$ cat src/rtl/parking_occupancy_counter.sv
// parking_occupancy_counter
//   Front end of the parking-lot display path. Synchronises and debounces the
//   two gate photo-sensors, decodes the A/B blocking order into car-enter and
//   car-exit events, and keeps a saturating 8-bit occupancy count.
//
// Ports
//   clk            system clock, rising edge
//   rst_n          asynchronous active-low reset
//   i_sens_a       outer sensor, raw/asynchronous, 1 = beam blocked
//   i_sens_b       inner sensor, raw/asynchronous, 1 = beam blocked
//   i_clr          synchronous clear of count and sequence FSM
//   o_count        occupancy, 0..CAPACITY (feeds the binary-to-BCD converter)
//   o_full         o_count == CAPACITY
//   o_empty        o_count == 0
//   o_enter_pulse  one-cycle pulse on an accepted entry
//   o_exit_pulse   one-cycle pulse on an accepted exit
//   o_err_pulse    one-cycle pulse on a rejected event or illegal sequence
//
// state    | meaning
// ---------+----------------------------------------------
// S_IDLE   | both beams clear, waiting for a car
// S_EN1    | A blocked only (car entering)
// S_EN2    | A and B blocked (car entering)
// S_EN3    | B blocked only (car entering, about to finish)
// S_EX1    | B blocked only (car leaving)
// S_EX2    | B and A blocked (car leaving)
// S_EX3    | A blocked only (car leaving, about to finish)
// S_WAIT   | illegal sequence seen, wait for both beams clear
module parking_occupancy_counter #(
  parameter int CAPACITY = 200,
  parameter int DEBOUNCE = 4
) (
  input  logic       clk,
  input  logic       rst_n,
  input  logic       i_sens_a,
  input  logic       i_sens_b,
  input  logic       i_clr,
  output logic [7:0] o_count,
  output logic       o_full,
  output logic       o_empty,
  output logic       o_enter_pulse,
  output logic       o_exit_pulse,
  output logic       o_err_pulse
);

  localparam logic [7:0] CAP     = 8'(CAPACITY);
  // Counter reaching DEBOUNCE is detected one step early so the filter
  // updates on the same edge the count would have hit DEBOUNCE.
  localparam logic [7:0] DB_LAST = 8'(DEBOUNCE - 1);

  typedef enum logic [2:0] {
    S_IDLE, S_EN1, S_EN2, S_EN3, S_EX1, S_EX2, S_EX3, S_WAIT
  } state_t;

  logic [1:0] r_sync_a, r_sync_b;
  logic       r_af, r_bf;
  logic [7:0] r_cnt_a, r_cnt_b;
  state_t     r_state;
  logic [7:0] r_count;
  logic       r_enter, r_exit, r_err;
  logic [1:0] w_ab;

  assign w_ab = {r_af, r_bf};

  always_ff @(posedge clk or negedge rst_n) begin
    if (!rst_n) begin
      r_sync_a <= '0;
      r_sync_b <= '0;
    end else begin
      r_sync_a <= {r_sync_a[0], i_sens_a};
      r_sync_b <= {r_sync_b[0], i_sens_b};
    end
  end

  always_ff @(posedge clk or negedge rst_n) begin
    if (!rst_n) begin
      r_af    <= 1'b0;
      r_cnt_a <= '0;
    end else if (r_sync_a[1] == r_af) begin
      r_cnt_a <= '0;
    end else if (r_cnt_a == DB_LAST) begin
      r_af    <= r_sync_a[1];
      r_cnt_a <= '0;
    end else begin
      r_cnt_a <= r_cnt_a + 8'd1;
    end
  end

  always_ff @(posedge clk or negedge rst_n) begin
    if (!rst_n) begin
      r_bf    <= 1'b0;
      r_cnt_b <= '0;
    end else if (r_sync_b[1] == r_bf) begin
      r_cnt_b <= '0;
    end else if (r_cnt_b == DB_LAST) begin
      r_bf    <= r_sync_b[1];
      r_cnt_b <= '0;
    end else begin
      r_cnt_b <= r_cnt_b + 8'd1;
    end
  end

  always_ff @(posedge clk or negedge rst_n) begin
    if (!rst_n) begin
      r_state <= S_IDLE;
      r_count <= '0;
      r_enter <= 1'b0;
      r_exit  <= 1'b0;
      r_err   <= 1'b0;
    end else begin
      r_enter <= 1'b0;
      r_exit  <= 1'b0;
      r_err   <= 1'b0;
      if (i_clr) begin
        r_state <= S_IDLE;
        r_count <= '0;
      end else begin
        case (r_state)
          S_IDLE: begin
            case (w_ab)
              2'b10:   r_state <= S_EN1;
              2'b01:   r_state <= S_EX1;
              2'b11:   begin r_state <= S_WAIT; r_err <= 1'b1; end
              default: ;
            endcase
          end
          S_EN1: begin
            case (w_ab)
              2'b11:   r_state <= S_EN2;
              2'b00:   r_state <= S_IDLE;
              2'b01:   begin r_state <= S_WAIT; r_err <= 1'b1; end
              default: ;
            endcase
          end
          S_EN2: begin
            case (w_ab)
              2'b01:   r_state <= S_EN3;
              2'b10:   r_state <= S_EN1;
              2'b00:   r_state <= S_IDLE;
              default: ;
            endcase
          end
          S_EN3: begin
            case (w_ab)
              2'b00: begin
                r_state <= S_IDLE;
                if (r_count < CAP) begin
                  r_count <= r_count + 8'd1;
                  r_enter <= 1'b1;
                end else begin
                  r_err <= 1'b1;
                end
              end
              2'b11:   r_state <= S_EN2;
              2'b10:   begin r_state <= S_WAIT; r_err <= 1'b1; end
              default: ;
            endcase
          end
          S_EX1: begin
            case (w_ab)
              2'b11:   r_state <= S_EX2;
              2'b00:   r_state <= S_IDLE;
              2'b10:   begin r_state <= S_WAIT; r_err <= 1'b1; end
              default: ;
            endcase
          end
          S_EX2: begin
            case (w_ab)
              2'b10:   r_state <= S_EX3;
              2'b01:   r_state <= S_EX1;
              2'b00:   r_state <= S_IDLE;
              default: ;
            endcase
          end
          S_EX3: begin
            case (w_ab)
              2'b00: begin
                r_state <= S_IDLE;
                if (r_count != 8'd0) begin
                  r_count <= r_count - 8'd1;
                  r_exit  <= 1'b1;
                end else begin
                  r_err <= 1'b1;
                end
              end
              2'b11:   r_state <= S_EX2;
              2'b01:   begin r_state <= S_WAIT; r_err <= 1'b1; end
              default: ;
            endcase
          end
          S_WAIT: begin
            if (w_ab == 2'b00) r_state <= S_IDLE;
          end
          default: r_state <= S_IDLE;
        endcase
      end
    end
  end

  assign o_count       = r_count;
  assign o_full        = (r_count == CAP);
  assign o_empty       = (r_count == 8'd0);
  assign o_enter_pulse = r_enter;
  assign o_exit_pulse  = r_exit;
  assign o_err_pulse   = r_err;

endmodule

$ cat config.mk
export PLATFORM = sky130hd
export DESIGN_NAME = parking_occupancy_counter
export DESIGN_NICKNAME = d
export VERILOG_FILES = /design/src/rtl/parking_occupancy_counter.sv
export SDC_FILE = /design/constraint.sdc
export NUM_CORES = 1
export LEC_CHECK = 0
export CAP_MARGIN = 20
export CORE_UTILIZATION = 55
export CTS_CLUSTER_DIAMETER = 30
export DETAILED_ROUTE_END_ITERATION = 10
export GPL_ROUTABILITY_DRIVEN = 1
export GPL_TIMING_DRIVEN = 0
export HOLD_SLACK_MARGIN = 0.1
export PLACE_DENSITY = 0.76
export SETUP_SLACK_MARGIN = 0.02
export SYNTH_ARGS = -nofsm -noshare
export SYNTH_HDL_FRONTEND = slang
export SYNTH_SLANG_ARGS = --single-unit
$ cat constraint.sdc
create_clock -name clk -period 2.6 [get_ports clk]
set_input_delay 0.39 -clock clk [delete_from_list [all_inputs] [get_ports clk]]
set_output_delay 0.39 -clock clk [all_outputs]
set_load 0.02 [all_outputs]
# ---- Word level (Yosys, flattened, before mapping)
# Index checks and enable logic that the tools add are counted.
dict set report totals {
  input_bits 5
  out_inout_bits 13
  ff_bits 36
  wordCells 91
}
dict set report op_classes {
  n_mux 37
  magnitude_cmp 1
  n_eq_ne 27
  n_addsub 4
  reduce_logical 9
  bitwise 2
}
# cell count
set ops {}
lappend ops {{two-way mux 8 bit} 9}
lappend ops {{one-hot mux 3 bit (3 select lines)} 7}
lappend ops {{inequality test 5 bit, second input constant} 6}
lappend ops {{adder 8 x 1 -> 8 bit, second input constant} 3}
lappend ops {{one-hot mux 3 bit (8 select lines)} 1}
lappend ops {{equality test 8 x 2 -> 1 bit, second input constant} 2}
lappend ops {{one-hot mux 8 bit (2 select lines)} 1}
lappend ops {{inequality test 3 bit, second input constant} 5}
lappend ops {{two-way mux 1 bit} 14}
lappend ops {{equality test 3 bit, second input constant} 4}
lappend ops {{equality test 8 bit, second input constant} 1}
lappend ops {{logical NOT 8 bit} 1}
lappend ops {{less-than comparator 8 bit, second input constant} 1}
lappend ops {{AND reduction 8 bit} 1}
lappend ops {{nonzero test 8 bit} 1}
lappend ops {{subtractor 8 x 1 -> 8 bit, second input constant} 1}
lappend ops {{equality test 3 x 2 -> 1 bit, second input constant} 2}
lappend ops {{two-way mux 3 bit} 2}
lappend ops {{inequality test 5 x 3 -> 1 bit, second input constant} 1}
lappend ops {{one-hot mux 1 bit (5 select lines)} 1}
lappend ops {{AND reduction 5 bit} 1}
lappend ops {{equality test 2 bit, second input constant} 2}
lappend ops {{one-hot mux 1 bit (2 select lines)} 2}
lappend ops {{AND reduction 2 bit} 2}
lappend ops {{7 further kinds} 9}

# ---- Longest topological paths before layout
dict set report depth {
  word_depth 5
  ltp_mapped 9
  depth_no_buf 7
}

# ---- Worst setup path before layout
# No wires, ideal clock.
dict set report synth_timing {
  path_type {register to register}
  start {register r_state[2]}
  end {register r_count[7], in the netlist o_count[7]}
  arrival_ns 2.194
  path_stages_with_launch 10
  slack_ns 0.328
  required_time_ns 2.522
  path_cell_list {dfrtp_1 > buf_2 > and3b_1 > buf_6 > ha_1 > a211oi_1 > o211ai_1 > and3_1 > or4_1 > a21oi_1}
}
dict set report synth_between {
  elab_chain_cells 3
  word_cells_on_any_way 10
}
# item line_no
set synth_rtl {}
lappend synth_rtl {{start: declaration} 58} ;# state_t r_state;
lappend synth_rtl {{start signal: assignment} 105} ;# r_state <= S_IDLE;
lappend synth_rtl {{start signal: assignment} 115} ;# r_state <= S_IDLE;
lappend synth_rtl {{start signal: assignment} 121} ;# 2'b10: r_state <= S_EN1;
lappend synth_rtl {{equality test 3 x 2 -> 1 bit / equality test 3 bit (equally long branches)} 118} ;# case (r_state)
lappend synth_rtl {{inequality test 3 bit (no line), or another cell as far along} n/a}
lappend synth_rtl {{AND reduction 5 bit (no line) / two-way mux 8 bit (equally long branches)} n/a}
lappend synth_rtl {{end signal: assignment} 148} ;# r_count <= r_count + 8'd1;
lappend synth_rtl {{end signal: assignment} 180} ;# r_count <= r_count - 8'd1;
lappend synth_rtl {{end: declaration} 59} ;# logic [7:0] r_count;
# Parallel ways exist; a longest one is shown, timed or not.
# A chain may end at the register's enable or synchronous reset.

# ---- Worst setup path in the final report
# Same ends and word-level chain as after synthesis.

==> metrics.md <==
| Metric | Value |
|---|---|
| GRT busiest layer | met2 |
| Crit Path Category | reg2reg |
| Initial antenna violation count | 0 |
| CP cell instances | buf_2 > and3b_1 > buf_6 > ha_1 > a211oi_2 > o211ai_1 > and3_1 > or4_1 > a21oi_1 |
| Port bufs | 17 |
| DR vias | 1715 |
| WP data arrival | 2.63 ns |
| Slowest CP cell | or4_1 |
| Max_cap viols | 0 |
| Power density over cell area | 761 nW/um^2 |
| Hold_buf cts | 0 |
| Initial Util | 0.582 |
| Main combinational cell family by area after synthesis | simple AND/OR/NAND/NOR gates |
| Vias in the first global route | 1640 |
| Die H | 64.7 um |
| Clock power frac | 0.219 |
| Total GRT Usage | 0.246 |
| Status | completed |
| Startpoint types | register |
| Final Hold Vio Count | 0 |
| Die ar. | 4190 sq um |
| Mean area per synthesized cell | 9.70 sq um |
| Mux cell area share after synthesis | 0.0428 |
| Post-synthesis xor/xnor area fraction | 0.0770 |
| Pint | 1160 uW |
| Largest net degree at the start of global routing | 37 |
| Final wirelength | 4460 um |
| Routing usage on met1 | 0.321 |
| Horiz. Die Dim | 64.7 um |
| Via/cell ratio | 5.79 |
| Peak VDD IR | 489 uV |
| DRC violations left | 0 |
| Fin crit period | 2.42 ns |
| Comb power frac | 0.401 |
| Critical Path End Type | register |
| Share of flip-flops with an asynchronous set or reset | 1.00 |
| Cell family with most CP delay | simple AND/OR/NAND/NOR gates |
| Final Cycle Share | 0.929 |
| Leakage power | 0.00118 uW |
| Setup TNS | 0 ns |
| Post-synthesis cell area | 2160 sq um |
| Slew Viols, Final | 0 |
| Total gr overflow | 0 |
| CTS Sinks | 36 |
| H-tree lvl count | 2 |
| Total clock buffers created by CTS | 5 |
| Fill cell count | 312 |
| Sw Ratio | 0.390 |
| Compound-cell area share of the yosys netlist | 0.145 |
| Buf/Inv on CP | 2 |
| Worst-path clk slew | 0.07 ns |
| Top Ports | 18 |
| Register bit total from synthesis | 36 |
| Fraction of final layout cells with drive strength greater than 1 | 0.0766 |
| HPWL Detailed | 3220 um |
| Distinct cells, synth | 52 |
| Worst hold path class | in2async |
| Antenna cells | 0 |
| DR WL/cell | 15.1 um |
| Fmax | 0.414 GHz |
| Core Region | 3720 sq um |
| Max-slew headroom | 0.494 |
| Crit path largest cell delay | 0.40 ns |
| Syn nets | 243 |
| Ys flop type | dfrtp_1 |
| Area Overhead vs Synth | 15.4% |
| Post-layout util | 0.671 |
| Psw | 740 uW |
| Met2 usage | 0.383 |
| Seq/Total Area, Yosys | 0.417 |
| First-pass GRT wire length | 7670 um |
| Clk root buf | clkbuf_8 |
| Critical Path RT | 2.81 ns |
| Crit path max fanout | 11 |
| Yosys warning count | 0 |
| Worst-margin pin slew | 0.760 ns |
| TritonCTS clock tree | done |
| Drt pass-1 iters | 4 |
| GR Util met3 | 0.0845 |
| Final Power | 1900 uW |
| Fin Clk Skew | 0.00519 ns |
| Nets | 267 |
| Iteration-0 DRC Markers | 134 |
| Synth Area in Simple Gates | 0.193 |
| Worst-Skew Late Latency | 0.29 ns |
| Sequential Power Share | 0.380 |
| Post-synth EDFFs | 0 |
| Count of final setup violators | 0 |
| Post-CTS Setup Inserts | 0 |
| Adder-Cell Fraction of Synth Area | 0.0903 |
| Area of the multi-input gates | 1200 sq um |
| RSZ-0062 raised after global routing | no |
| Storage cell area | 901 sq um |
| CTS max path bufs | 2 |
| Final Wtd Congestion | 0.941 |
| Post-Synthesis Cells | 223 |
| Antenna-violating nets left | 0 |
| Site row count | 22 |
==> cells by family after synthesis <==
family	Yosys count
mux	9
compound gates	45
fa+ha+maj	15
simple gates	84
buf+inv	15
flops	36
xor+xnor	19
==> final timing paths <==
path / startpoint / end / slack, ns / cells past startpoint
min in group clk: r_sync_a[0] / r_sync_a[1] / 0.35 / 0
worst max-delay path: r_state[2] / o_count[7] / 0.18 / 9
worst min register to register: r_sync_a[0] / r_sync_a[1] / 0.35 / 0
worst max register to register: r_state[2] / o_count[7] / 0.18 / 9
worst min-delay path: rst_n / o_count[1] / 0.16 / 1
max in group asynchronous: rst_n / r_state[2] / 1.95 / 1
==> synthesized netlist by cell type (all sizes together) (2+ instances only) <==
master  instances  area, sq um
nand3          15         75.1
and2            2         12.5
a21o            3         22.5
nand4           2         12.5
inv             7         26.3
mux2i           7         70.1
a211oi          3         22.5
a21oi          12         60.1
buf             5         38.8
ha             14          175
xor2           13          114
clkbuf          3         11.3
nor2           29          109
o21ai           8         40.0
mux2            2         22.5
a311o           2         20.0
nor4            7         43.8
dfrtp          36          901
nand2          11         41.3
xnor2           6         52.6
or4             2         15.0
o31ai           2         15.0
and3            8         50.1
==> per-layer routing <==
| metal | wire length (um) | share of wire |
|---|---|---|
| met2 | 2080 | 0.47 |
| met1 | 2120 | 0.47 |
| met3 | 203 | 0.046 |
| met5 | 0 | 0 |
| met4 | 56 | 0.013 |
==> worst reg2reg max path, stage by stage, from the launching register on <==
cell and delay (ns):
dfrtp_1 0.36, buf_2 0.16, and3b_1 0.20, buf_6 0.14
ha_1 0.32, a211oi_2 0.26, o211ai_1 0.15, and3_1 0.19
or4_1 0.40, a21oi_1 0.16
==> flip-flops by register name, indices dropped and copies added, names as in the netlist <==
signal,cells
r_cnt_a,8
r_state,3
r_sync_a,2
o_err_pulse,1
r_cnt_b,8
r_bf,1
o_enter_pulse,1
o_count,8
r_af,1
r_sync_b,2
o_exit_pulse,1
==> power by group through the flow <==
stage / Clock (uW) / Sequential (uW) / Combinational (uW)
3_5_place_dp: 0 / 732 / 747
2_1_floorplan: 0 / 719 / 572
5_1_grt: 454 / 735 / 862
4_1_cts: 428 / 722 / 756
3_3_place_gp: 0 / 726 / 745
6_report: 415 / 722 / 762
==> layout make-up <==
cell class	count	area share
plain buffers	8	0.0201
clock buffers	7	0.0346
clock inverters	1	0.00301
inverters	7	0.0105
multi-input cells	172	0.479
flip-flops and latches	36	0.361
well taps	48	0.0241
repair buffers	17	0.0672
==> through the flow <==
stage	std cells	hold slack [ns]	area, sq um	setup WS [ns]
6_report	296	0.162	2490	0.184
5_1_grt	296	0.226	2490	0.0403
4_1_cts	296	0.186	2490	0.0667
3_5_place_dp	288	0.342	2390	0.0481
3_3_place_gp	288	0.334	2390	0.152
2_1_floorplan	223	0.0944	2160	0.328
==> repair_timing <==
item,in CTS,in global routing
cloned,0,0
endpoints found under the setup margin,1,3
pin swaps,0,1
gates resized for setup,1,2
==> cells in the final DEF (no fill, tap or decap), types with 5 or more instances in the layout <==
| cell type | n |
|---|---|
| a21oi_1 | 12 |
| ha_1 | 14 |
| clkdlybuf4s50_1 | 15 |
| dfrtp_1 | 36 |
| nor2_1 | 29 |
| and3_1 | 8 |
| inv_1 | 5 |
| mux2i_1 | 7 |
| nor4_1 | 6 |
| clkbuf_8 | 6 |
| xor2_1 | 13 |
| nand2_1 | 11 |
| xnor2_1 | 6 |
| nand3_1 | 15 |
(Power assumes the default switching activity.)
